===== src/rtl/servo_bank.sv =====
// servo_bank: N_CH servo PWM channels sharing one frame counter, ramped per frame.
// Define SERVO_BANK_STATUS_EN to build the sel mux and the data_out status register.
module servo_bank #(
  parameter int N_CH        = 4,
  parameter int FRAME_TICKS = 20000,
  parameter int CNT_W       = 15,
  parameter int PW_MIN      = 1000,
  parameter int PW_MAX      = 2200,
  parameter int PW_STEP     = 10
) (
  input  logic              mclk,
  input  logic              rst_n,
  input  logic [N_CH-1:0]   toggle,
  input  logic [N_CH-1:0]   freeze,
  input  logic [1:0]        sel,
  output logic [N_CH-1:0]   pwm_out,
  output logic [8*N_CH-1:0] pos,
  output logic              frame_tick,
  output logic [CNT_W-1:0]  counter,
  output logic [15:0]       data_out
);

  localparam logic [CNT_W-1:0] LAST = CNT_W'(FRAME_TICKS - 1);
  localparam logic [15:0] PMIN  = 16'(PW_MIN);
  localparam logic [15:0] PMAX  = 16'(PW_MAX);
  localparam logic [15:0] PSTEP = 16'(PW_STEP);

  logic [CNT_W-1:0] cnt_q, cnt_d;
  logic [15:0]      pw_q  [N_CH];
  logic [15:0]      pw_d  [N_CH];
  logic [7:0]       pos_q [N_CH];
  logic [7:0]       pos_d [N_CH];
  logic [N_CH-1:0]  pwm_q, pwm_d;
  logic             ft_q;
  logic             boundary;

  assign boundary = (cnt_q == LAST);
  assign cnt_d    = boundary ? '0 : cnt_q + 1'b1;

  // Direction inputs are only looked at on the boundary cycle.
  always_comb begin
    for (int i = 0; i < N_CH; i++) begin
      pw_d[i]  = pw_q[i];
      pos_d[i] = pos_q[i];
      pwm_d[i] = 32'(cnt_q) < 32'(pw_q[i]);
      if (boundary && !freeze[i]) begin
        if (toggle[i] && pw_q[i] < PMAX) begin
          pw_d[i]  = pw_q[i] + PSTEP;
          pos_d[i] = pos_q[i] + 8'd1;
        end else if (!toggle[i] && pw_q[i] > PMIN) begin
          pw_d[i]  = pw_q[i] - PSTEP;
          pos_d[i] = pos_q[i] - 8'd1;
        end
      end
    end
  end

  always_ff @(posedge mclk) begin
    if (!rst_n) begin
      cnt_q <= '0;
      pwm_q <= '0;
      ft_q  <= 1'b0;
      for (int i = 0; i < N_CH; i++) begin
        pw_q[i]  <= PMIN;
        pos_q[i] <= '0;
      end
    end else begin
      cnt_q <= cnt_d;
      pwm_q <= pwm_d;
      ft_q  <= boundary;
      pw_q  <= pw_d;
      pos_q <= pos_d;
    end
  end

  assign pwm_out    = pwm_q;
  assign frame_tick = ft_q;
  assign counter    = cnt_q;

  for (genvar g = 0; g < N_CH; g++) begin : g_pos
    assign pos[8*g +: 8] = pos_q[g];
  end

`ifdef SERVO_BANK_STATUS_EN
  logic [1:0]  csel;
  logic [7:0]  spos;
  logic        stg, sfz;
  logic [15:0] dout_q, dout_d;

  // Snapshot uses post-update position of the selected channel.
  always_comb begin
    csel = (32'(sel) < N_CH) ? sel : 2'd0;
    spos = '0;
    stg  = 1'b0;
    sfz  = 1'b0;
    for (int i = 0; i < N_CH; i++) begin
      if (csel == 2'(i)) begin
        spos = pos_d[i];
        stg  = toggle[i];
        sfz  = freeze[i];
      end
    end
    dout_d = dout_q;
    if (boundary)
      dout_d = {2'b01, csel, spos[7:4], 2'b00, spos[3:0], stg, sfz};
  end

  always_ff @(posedge mclk) begin
    if (!rst_n) dout_q <= '0;
    else        dout_q <= dout_d;
  end

  assign data_out = dout_q;
`else
  logic [1:0] unused_sel;
  assign unused_sel = sel;
  assign data_out   = '0;
`endif

endmodule


===== config.mk =====
export PLATFORM = sky130hd
export DESIGN_NAME = servo_bank
export DESIGN_NICKNAME = d
export VERILOG_FILES = /design/src/rtl/servo_bank.sv
export SDC_FILE = /design/constraint.sdc
export NUM_CORES = 1
export LEC_CHECK = 0
export BUFFER_PORTS_ARGS = -buffer_cell sky130_fd_sc_hd__buf_2
export CAP_MARGIN = 25
export CORE_MARGIN = 2
export CORE_UTILIZATION = 60
export DETAILED_ROUTE_END_ITERATION = 8
export PLACE_DENSITY = 0.85
export SYNTH_ARGS = -nofsm -noshare
export SYNTH_HDL_FRONTEND = slang
export SYNTH_SLANG_ARGS = --single-unit

===== constraint.sdc =====
create_clock -name mclk -period 4.5 [get_ports mclk]
set_input_delay 0.675 -clock mclk [delete_from_list [all_inputs] [get_ports mclk]]
set_output_delay 0.675 -clock mclk [all_outputs]
set_load 0.02 [all_outputs]

# == Yosys cells after proc, flatten, opt, wreduce, memory -nomap -nowiden ==
# Index checks and enable logic that the tools add are counted.
# classes
n_addsub,17
multipliers,0
div_mod_pow,0
magnitude_cmp,12
n_eq_ne,1
n_shift,0
muxes,16
bitwise,1
reduce_logical,29
# op_table
op,count
$mux W16,8
$add A16 B4 Y16 const B,4
$gt A16 B10 Y1 const B,4
$lt A15 B16 Y1,4
$lt A16 B12 Y1 const B,4
$mux W8,8
$sub A16 B4 Y16 const B,4
$add A8 B1 Y8 const B,4
$sub A8 B1 Y8 const B,4
$add A15 B1 Y15 const B,1
$eq A15 B15 Y1 const B,1
$logic_and A1 B1 Y1,12
$logic_not A1 Y1,8
$reduce_and A2 Y1,4
$reduce_bool A2 Y1,4
$reduce_or A2 Y1,1
$not A1 Y1,1
# totals
regBits,116
latchBits,0
ram_bits,0
romBits,0
inputBits,12
wordCells,87
n_memories,0

# == Longest topological paths before layout ==
# Gate-level depths: netlist of the first run.
# depth
depth_word,4
ltp_mapped,12
ltp_nobuf,12

# == Least setup slack after synthesis of the first run ==
# Ideal clock, no wire load.
# synth_path
path_type,input -> register
from,input toggle[3]
to,register pw_q[13] in the netlist's numbering
setup_time_ps,86
arrival_time_ps,3178
required_time_ps,4414
path_slack_ps,1237
stages,11
n_path_buf,0
path_cell_list,nand2_1 > a21oi_2 > inv_1 > ha_1 > a2111oi_2 > o21ai_1 > a21o_1 > a311oi_2 > a21oi_1 > xnor2_1 > a211oi_1
# synth_between
elab_chain_cells,4
word_cells_on_any_way,6
# synth_rtl
item,line,rtl
"start, declared",13,"input logic [N_CH-1:0] toggle,"
$logic_not A1 Y1,50,end else if (!toggle[i] && pw_q[i] > PMIN) begin
$logic_and A1 B1 Y1,50,
$reduce_bool A2 Y1 (no source line),--,
$reduce_and A2 Y1 (no source line),--,
"end signal, assigned",71,pw_q <= pw_d;
"end, declared",29,logic [15:0] pw_q [N_CH];
# Parallel ways exist; a longest one is shown, timed or not.
# A chain may end at the register's enable or synchronous reset.

# == Worst setup path in the final report of the first run ==
# layout_path
from,register pw_q[60] in the netlist's numbering
to,register pw_q[63] in the netlist's numbering
# layout_between
elab_chain_cells,4
word_cells_on_any_way,10
# layout_rtl
item,line
$lt A16 B12 Y1 or $gt A16 B10 Y1 (tied branches),"47, 50"
"$logic_and A1 B1 Y1, on equally long branches","47, 50"
$reduce_bool A2 Y1 (no source line),--
$reduce_and A2 Y1 (no source line),--
# Parallel ways exist; a longest one is shown, timed or not. The select of a mux whose other input is x is not followed.

==> key figures, run 1 <==
GRT
  – Antenna violations before repair: 0
  – Pin count of the biggest net entering global routing: 50
  – Number of global-route vias before repair: between 7000 and 8000
  – Global Route Usage Sum: 0.260
  – Total gr overflow: 0
  – Global-route wire length before repair: roughly 35 mm

Finish
  – Highest-count cells in the layout ignoring fill and taps: ha_1 (129), dfxtp_1 (112), nand2_1 (108), a21oi_1 (97), nor2_1 (90)
  – Combined flip-flop and latch cell area: 0.00224 mm^2
  – Area of the multi-input gates: 0.00644 mm^2
  – Antenna diodes: 0
  – Most common cell after layout, fill and taps aside: ha_1
  – Post-layout nets: between 1000 and 1500
  – Finished Core Util: 0.657
  – Ratio of cells with drive above 1 in the final layout: 0.0997
  – Final instance count without filler cells: 1352
  – Layout overhead on the synthesized area: 8.16%
  – Number of inserted filler cells in the final layout: between 1000 and 1500

Clock tree
  – Clock-pin slew reported for the worst setup and hold paths after clock tree synthesis: 0.07 ns
  – Worst-Skew Late Latency: approximately 0.37 ns
  – Resize count post-CTS: 0
  – TritonCTS clock tree: done
  – Depth of the CTS H-tree: 3
  – Setup repair bufs after CTS: 0
  – Number of CTS-inserted buffers: 9
  – Clk sinks: about 110
  – Clock Tree Buf Depth: 2
  – Number of buffers inserted for hold repair after clock tree synthesis: 0
  – Root Buffer Master: clkbuf_16

STA
  – Period utilisation layout: 0.840
  – Relative max-transition margin: 0.458
  – Number of hold-slack violations in the final timing report: 0
  – Worst-Margin Slew: around 0.81 ns
  – Achievable clock frequency: 0.265 GHz
  – Final count of pins violating max slew: 0
  – Total Negative Setup Slacks: 0 ns
  – Final WS setup: around 0.7 ns
  – Final clock skew: between 0.009 and 0.01 ns
  – Post-layout minimum cycle time: between 3 and 4 ns
  – Number of setup violations in the final report: 0
  – Unrepaired setup endpoints after global routing: no

Floorplan
  – Rows: between 40 and 50
  – Number of I/O pins: 80
  – Initial Utilization: 0.607
  – Total Die Area: 0.0163 mm^2
  – DIE WIDTH: 128 um
  – Vertical die dimension: between 100 and 150 um
  – Placeable core region: roughly 0.015 mm^2

Power and ir drop
  – Power per standard cell area: about 220 mW/mm^2
  – Leak Pwr: 5.08 nW
  – Highest ir drop seen on vdd: a little under 0.2 mV

Setup path
  – Number of cells on the worst reg-to-reg path: 11
  – End of the worst register-to-register path: pw_q[63]$_SDFFE_PN0P_
  – Nature of the critical path endpoint: flop
  – CP endpoint: pw_q[63]$_SDFFE_PN0P_
  – Startpoint types: flop
  – Endpoint required time on the critical path: about 4.8 ns
  – Buffers & Inverters on Critical Path: 1
  – Largest driver fanout on the critical path: 22
  – Setup slack of the most critical reg-to-reg path: approximately 0.72 ns
  – Worst flop-to-flop path startpoint: pw_q[60]$_SDFFE_PN0P_
  – Most used cell, CP: mux2i_1
  – Data arrival time of the critical path: 4.07 ns
  – Cell with the largest stage delay on the worst path: fa_1
  – Cell family contributing the most delay on the critical path: compound AO/OA/AOI/OAI gates
  – Critical Setup Path Class: reg2reg
  – Launching element of the worst setup path: pw_q[60]$_SDFFE_PN0P_
  – Highest cell delay on the worst timing path: between 0.5 and 0.6 ns
  – Total number of cells along the worst setup path: 11
  – Cell chain of the critical path: nor4_1 > nand2_1 > a21oi_2 > inv_1 > fa_1 > a211oi_1 > o211ai_1 > a41oi_1 > o21ai_0 > mux2i_1 > mux2i_1

Synthesis
  – Register bit count reported by yosys: 112
  – Netlist area before placement: between 0.009 and 0.01 mm^2
  – Proportion of synthesized chip area in sequential cells: 0.245
  – Number of synthesized flops with an enable pin: 0
  – Ys flop type: dfxtp_1
  – Synthesized instance count: approximately 1100
  – Syn Area/Cell: roughly 8.3 um^2
  – Yosys warning total: 0
  – Unique cell type count in the Yosys netlist: 65
  – Proportion of synthesized flip-flops having asynchronous set or reset: 0

Placement
  – Placement-stage worst setup slack: about 0.8 ns
  – Number of buffer cells added on primary ports: 61
  – Weighted congestion at the end of routability-driven global placement: 0.884
  – Detailed-placement wirelength estimate: 14.8 mm
  – Cell Count Post-Placement: 1337

Detailed routing
  – Met3 layer wire length in the routed design: 968 um
  – First DRT Iteration DRCs: around 540
  – Vias per cell: approximately 6
  – Remaining antenna violation count after routing: 0
  – Detailed-route via count: slightly above 8000
  – Detailed route wirelength on metal2: roughly 10 mm
  – Wl on met1: between 9 and 10 mm
  – Remaining design rule violation count: 0
  – Initial DRT Pass Iterations: 5
  – Drt total wl: around 21 mm
  – Highest metal layer with signal wires: met4
  – WL/cell: 15.6 um

Flow run
  – # Max-Cap Violations: 0

Hold path
  – Hold crit path type: reg2reg

Outcome
  – Result of the run: complete, no violations
[how the worst min path moves through the flow]
stage	cells after the start	startpoint	to	slack, ns
final	2	pos[21]$_SDFFE_PN0P_	pos[21]$_SDFFE_PN0P_	0.47
after global routing	2	pos[12]$_SDFFE_PN0P_	pos[12]$_SDFFE_PN0P_	0.50
after CTS	2	pos[29]$_SDFFE_PN0P_	pos[29]$_SDFFE_PN0P_	0.47
after detailed placement	2	pos[12]$_SDFFE_PN0P_	pos[12]$_SDFFE_PN0P_	0.46
after global placement	2	pos[21]$_SDFFE_PN0P_	pos[21]$_SDFFE_PN0P_	0.46
after floorplan	2	pw_q[26]$_SDFFE_PN0P_	pw_q[26]$_SDFFE_PN0P_	0.45
[area by class of cell]
| cell class | instances | area share |
|---|---|---|
| clock inverter | 3 | 0.00656 |
| timing repair buffer | 71 | 0.0384 |
| clock buffer | 12 | 0.0259 |
| sequential | 112 | 0.226 |
| tap | 188 | 0.0237 |
| multi-input combinational | 889 | 0.650 |
| inverter | 77 | 0.0292 |
[routing by layer]
layer	up-vias	global-route usage
met5	-	0
met1	3880	0.330
met4	0	0.0659
met3	26	0.0507
li1	4079	-
met2	186	0.453
[cells in the mapped netlist, drive strengths merged, types with 2 or more instances]
cell     count  share of area
a311oi       2         0.0033
a21oi      101          0.057
nand2b      13         0.0089
nor4        11         0.0089
nor4b        3         0.0061
a31o         4         0.0038
inv         76          0.031
or3          2         0.0014
xnor2       45          0.043
nand2      108          0.044
fa           8          0.017
o21ai       38          0.022
ha         129           0.18
a211o       11          0.011
a211oi      15          0.012
o211ai      19          0.016
nor3        23          0.014
nand4       13          0.011
or4          3         0.0025
nand3       23          0.013
o211a        3         0.0033
a21o        72          0.059
o31ai        3         0.0025
a31oi        3         0.0020
buf         30          0.021
o2111ai      4         0.0038
nand4b       3         0.0029
a221oi       4         0.0045
o311ai       4         0.0038
clkbuf      14         0.0057
mux2i       16          0.017
nor2b        2         0.0014
and3         6         0.0041
a41oi        6         0.0057
o21bai      20          0.016
o221ai       4         0.0038
dfxtp      112           0.24
xor2        27          0.026
nor2        93          0.039
o21a         7         0.0057
and2         4         0.0027
a2111oi      8         0.0097
a21bo        2         0.0022
nand3b       3         0.0025
and4         4         0.0038
[metrics by stage]
step / instance area [um^2] / total power, W / hold WS (ns)
floorplan: 9220 / 0.00125 / 0.449
global placement: 9590 / 0.00129 / 0.458
detailed placement: 9590 / 0.00130 / 0.463
CTS: 9910 / 0.00219 / 0.474
global route: 9910 / 0.00226 / 0.501
finish: 9910 / 0.00218 / 0.471
[cell families after synthesis]
group / synth area share
AOI/OAI and AO/OA: 0.250
and+or+nand+nor: 0.167
adders and majority gates: 0.194
buffers and inverters: 0.0583
DFF: 0.245
xor gates and xnor gates: 0.0688
muxes: 0.0175
other: 0.000409
[sequential cells by signal, indices dropped and copies added, names as in the netlist]
register	count
counter	15
frame_tick	1
pos	32
pw_q	60
pwm_out	4
[report_power, final]
| part | internal (W) | switching (W) | total, W |
|---|---|---|---|
| clock network | 0.000516 | 0.000384 | 0.000899 |
| logic | 0.000104 | 0.000175 | 0.000279 |
| registers | 0.000994 | 0.00000604 | 0.00100 |
| total | 0.00161 | 0.000565 | 0.00218 |
[worst reg2reg max path, cell delays in order, from the launching register on]
cell      delay (ns)
dfxtp_1         0.35
nor4_1          0.37
nand2_1         0.12
a21oi_2         0.31
inv_1           0.48
fa_1            0.60
a211oi_1        0.37
o211ai_1        0.23
a41oi_1         0.32
o21ai_0         0.18
mux2i_1         0.20
mux2i_1         0.20
(Power assumes the default switching activity.)
==> inputs of run 2 (changes only) <==
Settings changed: ABC_AREA from default to 1, CORE_UTILIZATION 60 to 56, PLACE_DENSITY 0.85 to 0.83.
Clock period 4.5 ns to 3.28 ns, I/O delays scaled along.
==> run 2 against run 1 <==
First-iteration DRC count grew 16%. Via count rose by 20%. Cell count rose by 35%. Hold slack got worse by 0.0056 ns. Clock power grew 23%. Core utilization decreased by 3.9 points. Largest power group unchanged. Die area rose by 16%. Sequential share of layout area fell by 1.7 points. Combinational power up 49%. Sequential cell count is the same. Synthesized area grew 8.5%.
==> key figures, run 2 <==
Clock tree
  – Setup repair bufs after CTS: 0 (unchanged)
  – Resize count post-CTS: 0 (unchanged)
  – Worst-Skew Late Latency: 0.37 ns (about the same)
  – Depth of the CTS H-tree: 3 (unchanged)
  – Clock-pin slew reported for the worst setup and hold paths after clock tree synthesis: 0.08 ns (about the same)
  – Clk sinks: 112 (unchanged)
  – Number of CTS-inserted buffers: 9 (unchanged)
  – Root Buffer Master: clkbuf_16
  – TritonCTS clock tree: done
  – Clock Tree Buf Depth: 2 (unchanged)
  – Number of buffers inserted for hold repair after clock tree synthesis: 0 (unchanged)

Detailed routing
  – Remaining antenna violation count after routing: 0 (unchanged)
  – Remaining design rule violation count: 0 (unchanged)
  – Detailed-route via count: 9772 (+20%)
  – Initial DRT Pass Iterations: 5 (unchanged)
  – WL/cell: 13.3 um (-14%)
  – Drt total wl: 24.4 mm (+16%)
  – First DRT Iteration DRCs: 628 (+16%)
  – Vias per cell: 5.34 (-12%)

Hold path
  – Hold crit path type: reg2reg

GRT
  – Number of global-route vias before repair: 8904 (+15%)
  – Global-route wire length before repair: 40.3 mm (+14%)
  – Antenna violations before repair: 1 (+1)
  – Global Route Usage Sum: 0.264 (+0.00382)
  – Total gr overflow: 0 (unchanged)
  – Pin count of the biggest net entering global routing: 42 (-16%)

Synthesis
  – Unique cell type count in the Yosys netlist: 41 (-37%)
  – Proportion of synthesized flip-flops having asynchronous set or reset: 0 (unchanged)
  – Syn Area/Cell: 6.48 um^2 (-22%)
  – Proportion of synthesized chip area in sequential cells: 0.225 (-0.0193)
  – Count leader, synth: nand2_1
  – Register bit count reported by yosys: 112 (unchanged)
  – Netlist area before placement: 0.00995 mm^2 (+8.5%)
  – Ys flop type: dfxtp_1
  – Number of synthesized flops with an enable pin: 0 (unchanged)
  – Area leader, netlist: dfxtp_1
  – Synthesized instance count: 1535 (+39%)
  – Top cell type's share of synthesized area: 0.225 (-0.0193)
  – Post-synth top cells: nand2_1 (452), inv_1 (179), nor2_1 (176), a21oi_1 (134), ha_1 (129)
  – Yosys warning total: 0 (unchanged)
  – Cells taking the most area after synthesis: dfxtp_1 (23%), nand2_1 (17%), ha_1 (16%)

STA
  – Relative max-transition margin: 0.415 (-0.0421)
  – Final clock skew: 0.0117 ns (+0.00199 ns)
  – Post-layout minimum cycle time: 2.85 ns (-0.932 ns)
  – Period utilisation layout: 0.868 (+0.0283)
  – Worst hold slack: 0.465 ns (-0.00564 ns)
  – Number of setup violations in the final report: 0 (unchanged)
  – Unrepaired setup endpoints after global routing: no
  – Final WS setup: 0.432 ns (-0.288 ns)
  – Total Negative Setup Slacks: 0 ns (unchanged)
  – Number of hold-slack violations in the final timing report: 0 (unchanged)
  – Achievable clock frequency: 0.351 GHz (+33%)
  – Worst-Margin Slew: 0.877 ns (+0.0641 ns)
  – Final count of pins violating max slew: 0 (unchanged)

Floorplan
  – Rows: 48 (+6.7%)
  – Total Die Area: 0.0188 mm^2 (+16%)
  – Initial Utilization: 0.573 (-0.0342)
  – DIE WIDTH: 137 um (+7.6%)
  – Vertical die dimension: 137 um (+7.6%)
  – Placeable core region: 0.0174 mm^2 (+15%)
  – Number of I/O pins: 80 (unchanged)

Setup path
  – Data arrival time of the critical path: 3.10 ns (-0.97 ns)
  – Cell family contributing the most delay on the critical path: simple AND/OR/NAND/NOR gates
  – Critical Setup Path Class: reg2reg
  – Cell with the largest stage delay on the worst path: nand2_1
  – Startpoint types: flop
  – Largest driver fanout on the critical path: 16 (-27%)
  – Buffers & Inverters on Critical Path: 1 (unchanged)
  – Most used cell, CP: nand2_1
  – Cell chain of the critical path: nand2_1 > nand2_1 > nand2_1 > nand2_1 > nand2_1 > nand2_1 > inv_1 > ha_1 > a21oi_1 > nand2_1 > nand3_1 > nand2_1 > nand2_1 > nand2_1 > xnor2_1 > a21oi_1
  – Highest cell delay on the worst timing path: 0.47 ns (-0.12 ns)
  – Endpoint required time on the critical path: 3.53 ns (-1.26 ns)
  – Nature of the critical path endpoint: flop

Finish
  – Finished Core Util: 0.618 (-0.0390)
  – Number of inserted filler cells in the final layout: 1592 (+26%)
  – Post-layout nets: 1747 (+33%)
  – Most common cell after layout, fill and taps aside: nand2_1
  – Layout overhead on the synthesized area: 7.81%
  – Max reg flops: 60 (unchanged)
  – Highest-count cells in the layout ignoring fill and taps: nand2_1 (452), inv_1 (179), nor2_1 (176), a21oi_1 (134), ha_1 (129)
  – Top register by number of flip-flops: pw_q
  – Ratio of cells with drive above 1 in the final layout: 0.0767 (-0.0229)

Placement
  – Number of buffer cells added on primary ports: 61 (unchanged)
  – Placement-stage worst setup slack: 0.498 ns (-0.287 ns)
  – Detailed-placement wirelength estimate: 18.4 mm (+24%)
  – Weighted congestion at the end of routability-driven global placement: 0.928 (+5.0%)

Power and ir drop
  – Power, Total: 0.00290 W (+33%)
  – Highest ir drop seen on vdd: 0.264 mV (+35%)
  – Leak Pwr: 5.95 nW (+17%)
  – Power per standard cell area: 270 mW/mm^2 (+23%)

Flow run
  – # Max-Cap Violations: 0 (unchanged)

Outcome
  – Result of the run: complete, no violations
## run 2: cell types whose count changed in the layout (fill, tap and decap cells not counted), sizes merged, moves of 24 or more
cell | previous run | this run
inv | 77 | 185
a21oi | 101 | 138
nor2 | 93 | 182
a21o | 72 | 5
nand2 | 108 | 460
xnor2 | 45 | 21
nand3 | 23 | 103
## run 2: layout make-up
type / instances / area, um^2 / share of cell area
repair buffers: 73 / 408 / 0.0380
multi-input cells: 1217 / 6810 / 0.635
clock buffers: 10 / 239 / 0.0223
well taps: 225 / 282 / 0.0263
diodes: 1 / 2.50 / 0.000233
inverters: 185 / 697 / 0.0650
flip-flops and latches: 112 / 2240 / 0.209
clock inverters: 6 / 43.8 / 0.00408
## run 2: routing by layer
| layer | global-route usage | part of all wire | vias up |
|---|---|---|---|
| met5 | 0 | 0 | - |
| met4 | 0.0939 | 0.018 | 0 |
| met3 | 0.0287 | 0.054 | 39 |
| met2 | 0.460 | 0.47 | 259 |
| met1 | 0.336 | 0.46 | 4398 |
| li1 | - | - | 5076 |
## run 2: cells by family (layout without fill, tap and decap cells)
family,count (synthesis),in the layout,share of synthesized area
and+or+nand+nor,795,795,0.332
adders and majority gates,137,137,0.178
other,1,17,0.000377
AOI/OAI and AO/OA,212,212,0.118
DFF,112,112,0.225
buffers and inverters,221,274,0.0956
xor gates and xnor gates,57,57,0.0502
## run 2: report_power, final
part / switching [W] / internal, W
combinational: 0.000271 / 0.000145
sequential: 0.00000856 / 0.00136
clock: 0.000572 / 0.000540
total: 0.000851 / 0.00205
## run 2: per-stage QoR
step,std cells,instance area (um^2)
floorplan,1550,10000
global route,1829,10700
CTS,1828,10700
detailed placement,1812,10400
global placement,1812,10400
finish,1829,10700
## run 2: final timing paths
path / end / slack [ns] / start / cells past startpoint
max: pw_q[58]$_SDFFE_PN0P_ / 0.43 / pw_q[52]$_SDFFE_PN0P_ / 16
min: counter[0]$_SDFF_PP0_ / 0.47 / counter[0]$_SDFF_PP0_ / 1
min reg2reg: counter[0]$_SDFF_PP0_ / 0.47 / counter[0]$_SDFF_PP0_ / 1
max reg2reg: pw_q[58]$_SDFFE_PN0P_ / 0.43 / pw_q[52]$_SDFFE_PN0P_ / 16
